## config.mk

```make
export PLATFORM = sky130hd
export DESIGN_NAME = wm_mode_ctrl
export DESIGN_NICKNAME = d
export VERILOG_FILES = /design/src/rtl/wm_mode_ctrl.sv
export SDC_FILE = /design/constraint.sdc
export NUM_CORES = 1
export LEC_CHECK = 0
export ABC_AREA = 1
export ABC_CLOCK_PERIOD_IN_PS = 2250
export CAP_MARGIN = 15
export CORE_MARGIN = 4
export CORE_UTILIZATION = 35
export CTS_CLUSTER_DIAMETER = 50
export CTS_CLUSTER_SIZE = 16
export DETAILED_ROUTE_END_ITERATION = 16
export PLACE_DENSITY = 0.55
export SYNTH_ARGS = -nofsm -noshare
export SYNTH_HDL_FRONTEND = slang
export SYNTH_SLANG_ARGS = --single-unit
```

## constraint.sdc

```tcl
create_clock -name cp -period 2.25 [get_ports cp]
set_clock_uncertainty 0.05 [all_clocks]
set_input_delay 0.45 -clock cp [delete_from_list [all_inputs] [get_ports cp]]
set_output_delay 0.45 -clock cp [all_outputs]
set_load 0.05 [all_outputs]
```

## src/rtl/wm_mode_ctrl.sv

```systemverilog
// wm_mode_ctrl: washing-machine operating-mode sequencer with tick divider and buzzer
module wm_mode_ctrl #(
  parameter int TICK_DIV   = 1000,
  parameter int BUZZ_TICKS = 5
) (
  input  logic       cp,
  input  logic       rst,
  input  logic       power_btn,
  input  logic       start_btn,
  input  logic       mode_btn,
  input  logic       door_open,
  input  logic [3:0] init_time,
  input  logic       had_finish,
  output logic [2:0] state,
  output logic [2:0] set_data,
  output logic       tick,
  output logic       buzzer,
  output logic       power_led
);
  localparam int CW = $clog2(TICK_DIV);
  localparam int BW = $clog2(BUZZ_TICKS + 1);
  typedef enum logic [2:0] {
    S_SHUT  = 3'd0,
    S_BEGIN = 3'd1,
    S_SET   = 3'd2,
    S_RUN   = 3'd3,
    S_ERR   = 3'd4,
    S_PAUSE = 3'd5,
    S_FIN   = 3'd6
  } state_e;
  logic [2:0]    s1_q, s2_q, prev_q;
  logic [1:0]    door_q;
  logic [CW-1:0] cnt_q;
  logic [BW-1:0] bcnt_q, bcnt_d;
  logic [2:0]    set_q, set_d;
  logic          buzz_q, buzz_d;
  state_e        state_q, state_d;
  logic          pwr_p, start_p, mode_p, door;
  // Button bits are {mode, start, power}; edge detect compares the synced value to its previous copy
  assign pwr_p   = s2_q[0] & ~prev_q[0];
  assign start_p = s2_q[1] & ~prev_q[1];
  assign mode_p  = s2_q[2] & ~prev_q[2];
  assign door    = door_q[1];
  assign tick    = cnt_q == CW'(TICK_DIV - 1);
  // Synchronizers, edge-detect history and free-running tick divider
  always_ff @(posedge cp or posedge rst) begin
    if (rst) begin
      s1_q   <= '0;
      s2_q   <= '0;
      prev_q <= '0;
      door_q <= '0;
      cnt_q  <= '0;
    end else begin
      s1_q   <= {mode_btn, start_btn, power_btn};
      s2_q   <= s1_q;
      prev_q <= s2_q;
      door_q <= {door_q[0], door_open};
      cnt_q  <= tick ? '0 : cnt_q + CW'(1);
    end
  end
  // Mode state, programme select, buzzer and buzz counter registers
  always_ff @(posedge cp or posedge rst) begin
    if (rst) begin
      state_q <= S_SHUT;
      set_q   <= '0;
      buzz_q  <= 1'b0;
      bcnt_q  <= '0;
    end else begin
      state_q <= state_d;
      set_q   <= set_d;
      buzz_q  <= buzz_d;
      bcnt_q  <= bcnt_d;
    end
  end
  // Next-state logic: power press overrides everything, then door, start, had_finish, timers
  always_comb begin
    state_d = state_q;
    set_d   = set_q;
    buzz_d  = 1'b0;
    bcnt_d  = '0;
    if (state_q != S_SHUT && pwr_p) begin
      state_d = S_SHUT;
      set_d   = '0;
    end else begin
      case (state_q)
        S_SHUT:  state_d = pwr_p ? S_BEGIN : S_SHUT;
        S_BEGIN: begin
          if (init_time == 4'd0) begin
            state_d = S_SET;
            set_d   = '0;
          end
        end
        S_SET: begin
          if (mode_p) set_d = (set_q == 3'd6) ? 3'd0 : set_q + 3'd1;
          if (start_p && !door) state_d = S_RUN;
        end
        S_RUN: begin
          if (door) state_d = S_ERR;
          else if (start_p) state_d = S_PAUSE;
          else if (had_finish) begin
            state_d = S_FIN;
            buzz_d  = 1'b1;
          end
        end
        S_PAUSE: state_d = (start_p && !door) ? S_RUN : S_PAUSE;
        S_ERR: begin
          buzz_d = buzz_q ^ tick;
          if (start_p && !door) begin
            state_d = S_RUN;
            buzz_d  = 1'b0;
          end
        end
        S_FIN: begin
          buzz_d = 1'b1;
          bcnt_d = tick ? bcnt_q + BW'(1) : bcnt_q;
          if (tick && bcnt_q == BW'(BUZZ_TICKS - 1)) begin
            state_d = S_SHUT;
            set_d   = '0;
            buzz_d  = 1'b0;
            bcnt_d  = '0;
          end
        end
        default: begin
          state_d = S_SHUT;
          set_d   = '0;
        end
      endcase
    end
  end
  assign state     = state_q;
  assign set_data  = set_q;
  assign buzzer    = buzz_q;
  assign power_led = state_q != S_SHUT;
endmodule

```

==> impl_metrics.py <==
metrics = {
    "hold_path": {
        "hp-class": "reg -> reg",
    },
    "clock_tree": {
        "cts_tree": "yes",
        "postCtsHoldBufs": 0,
        "clk_path_buf_depth": 2,
        "cts_setup_buffers": 0,
        "clkTransAtPathRegs_ps": 60,
        "insertion_delay_ps": 280,
        "cts_resized": 0,
        "cts_sinks": 31,
        "cts-buffers-inserted": 5,
        "htreeDepth": 2,
        "clockRootBuffer": "clkbuf_8",
    },
    "final_layout": {
        "multiInputGateArea_sq_um": 731,
        "nFillCells": 445,
        "insertedDiodeCount": 0,
        "final_layout_size_suffix_gt1_share_pct": 15.7,
        "synthToLayoutAreaGrowth_pct": 21.4,
        "postLayoutCellArea_sq_um": 1970,
        "seqCellArea_sq_um": 776,
        "final_cells": 269,
        "post-route-util_pct": 44.6,
        "fin_nets": 231,
    },
    "yosys": {
        "yosysTopAreaCell": "dfrtp_1",
        "synth_nets": 205,
        "ys_ff_latch": 31,
        "syn_avg_cell_area_sq_um": 8.49,
        "netlist_area_sq_um": 1620,
        "syn_inst": 191,
        "synth-seq-area-share_pct": 47.8,
        "synthArstFlopShare_pct": 100,
        "synth_edf_count": 0,
        "synth.yosys.warnings": 0,
        "synth_commonest_cells": "nand2_1, dfrtp_1, inv_1",
        "synth_area_leaders": "dfrtp_1, nand2_1, inv_1",
        "synth.top_cell.area_share_pct": 47.8,
        "synth_most_common_cell": "nand2_1",
        "ys.flop_type": "dfrtp_1",
        "yosysUniqueCellTypes": 26,
    },
    "place": {
        "dpl_worst_slack_ps": 453,
        "dp_cells": 262,
        "gp_congestion": 0.873,
        "numPortBuffers": 19,
        "hpwl_um": 2340,
        "dpl_cell_area_sq_um": 1880,
    },
    "timing": {
        "whs_ps": 291,
        "tns_ps": 0,
        "tightest_slew_ps": 494,
        "setup_violations": 0,
        "period_minus_slack_ps": 2100,
        "fmax_ghz": 0.476,
        "rsz0062_at_grt": "no",
        "final.setup.worst_slack_ps": 150,
        "fin_crit_sh_pct": 93.3,
        "finalHoldViolCount": 0,
        "max_slew_margin_pct": 67.0,
        "slew_violations": 0,
    },
    "worst_setup_path": {
        "start_kind": "flop",
        "required_ps": 1750,
        "critPathKind": "reg -> out",
        "crit_path_end_kind": "output pin",
        "path_max_fanout": 8,
        "cp_top_family": "buffers and inverters",
        "crit_arrival_ps": 1600,
        "crit_chain": "clkdlybuf4s50_1",
        "cpPeakStageDelay_ps": 850,
        "timing.critical_path.buf_inv": 1,
        "crit_slowest_cell": "clkdlybuf4s50_1",
    },
    "detailed_routing": {
        "drc_errors": 0,
        "ant_nets": 0,
        "drt_wl_total_um": 3110,
        "vias": 1263,
        "drt_pass1_iterations": 4,
        "drt_iter0_markers": 69,
        "wl_per_cell_um": 11.6,
        "avgViaCountPerCell": 4.70,
    },
    "power_and_ir_drop": {
        "p_leak_nw": 0.955,
        "ir_drop_mv": 0.330,
        "power.density_nw_per_um2": 981,
        "power_mw": 1.93,
    },
    "grt": {
        "grt_pass1_wl_um": 5580,
        "grt_overflow": 0,
        "grt_use_total_pct": 11.8,
        "grt_pass1_vias": 1271,
        "grt_max_degree": 32,
        "antenna_found_initial": 0,
    },
    "floorplan": {
        "die_w_um": 76.1,
        "top_level_ports": 20,
        "die_h_um": 76.1,
        "dieArea_sq_um": 5790,
        "core-area_sq_um": 4410,
        "num_rows": 24,
        "start_util_pct": 36.7,
    },
    "job": {
        "drv_cap": 0,
    },
    "outcome": {
        "outcome": "completed",
    },
}
[layout by cell type (no fill, tap or decap), drive strengths merged]
cell | Yosys | layout
clkinv | 0 | 1
nor4 | 1 | 1
xnor2 | 2 | 2
buf | 1 | 3
xor2 | 2 | 2
or2 | 1 | 1
nor3 | 5 | 5
nand2 | 50 | 50
clkdlybuf4s50 | 0 | 17
ha | 3 | 3
clkbuf | 0 | 6
a21oi | 13 | 13
nor4b | 1 | 1
inv | 27 | 27
nand3 | 13 | 13
nand4 | 7 | 7
dfrtp | 31 | 31
o21ai | 4 | 4
nand3b | 3 | 3
nor2 | 27 | 27
[path summary, 6_finish.rpt]
| kind | endpoint | cells after the start | start | slack [ps] |
|---|---|---|---|---|
| worst max register to register | set_data[2] | 8 | cnt_q[0] | 720 |
| worst min register to register | s2_q[0] | 0 | s1_q[0] | 290 |
| worst max-delay path | state[1] | 1 | state[1] | 150 |
| max in group asynchronous | s1_q[2] | 3 | rst | 1350 |
| min in group asynchronous | door_q[0] | 3 | rst | 510 |
| worst min-delay path | s2_q[0] | 0 | s1_q[0] | 290 |
[final cells by class]
class / count / area share [%]
Clock buffer: 6 / 4.20
Clock inverter: 1 / 0.254
Inverter: 27 / 5.28
Multi-Input combinational cell: 132 / 37.1
Sequential cell: 31 / 39.4
Tap cell: 52 / 3.31
Timing Repair Buffer: 20 / 10.4
[per-layer routing]
| layer | global-route usage, % | wire (um) | vias up |
|---|---|---|---|
| met5 | 0 | 0 | - |
| met4 | 4.72 | 59 | 0 |
| met3 | 3.78 | 149 | 7 |
| met2 | 19.6 | 1480 | 26 |
| met1 | 14.0 | 1430 | 572 |
| li1 | - | - | 658 |
[power by group]
| group | internal, mW | leakage, nW | switching (mW) |
|---|---|---|---|
| clock network | 0.239 | 0.0470 | 0.190 |
| logic | 0.270 | 0.519 | 0.551 |
| registers | 0.611 | 0.389 | 0.0693 |
| total | 1.12 | 0.955 | 0.811 |
[flip-flops by register name, summed over array words and instances (netlist names), 2 cells and up]
| signal | flops |
|---|---|
| door_q | 2 |
| s1_q | 3 |
| cnt_q | 10 |
| bcnt_q | 3 |
| state | 3 |
| s2_q | 3 |
| prev_q | 3 |
| set_data | 3 |
[cell families (layout without fill, tap and decap cells)]
kind of cell	Yosys count	count (layout)	synth area share (%)
DFF	31	31	47.8
xor gates and xnor gates	4	4	2.16
adders and majority gates	3	3	2.32
and+or+nand+nor	108	108	35.3
AOI/OAI and AO/OA	17	17	5.25
buffers and inverters	28	54	7.10
[worst register-to-register path, stage by stage, from the launching register on]
cell and delay [ps]:
dfrtp_1 360, ha_1 170, nand2_1 100, nor2_4 150, nand4_2 110, nand3_2 230
nand3_2 120, nand2_1 70, nand2_1 50
Power figures use the tool's default switching activity.
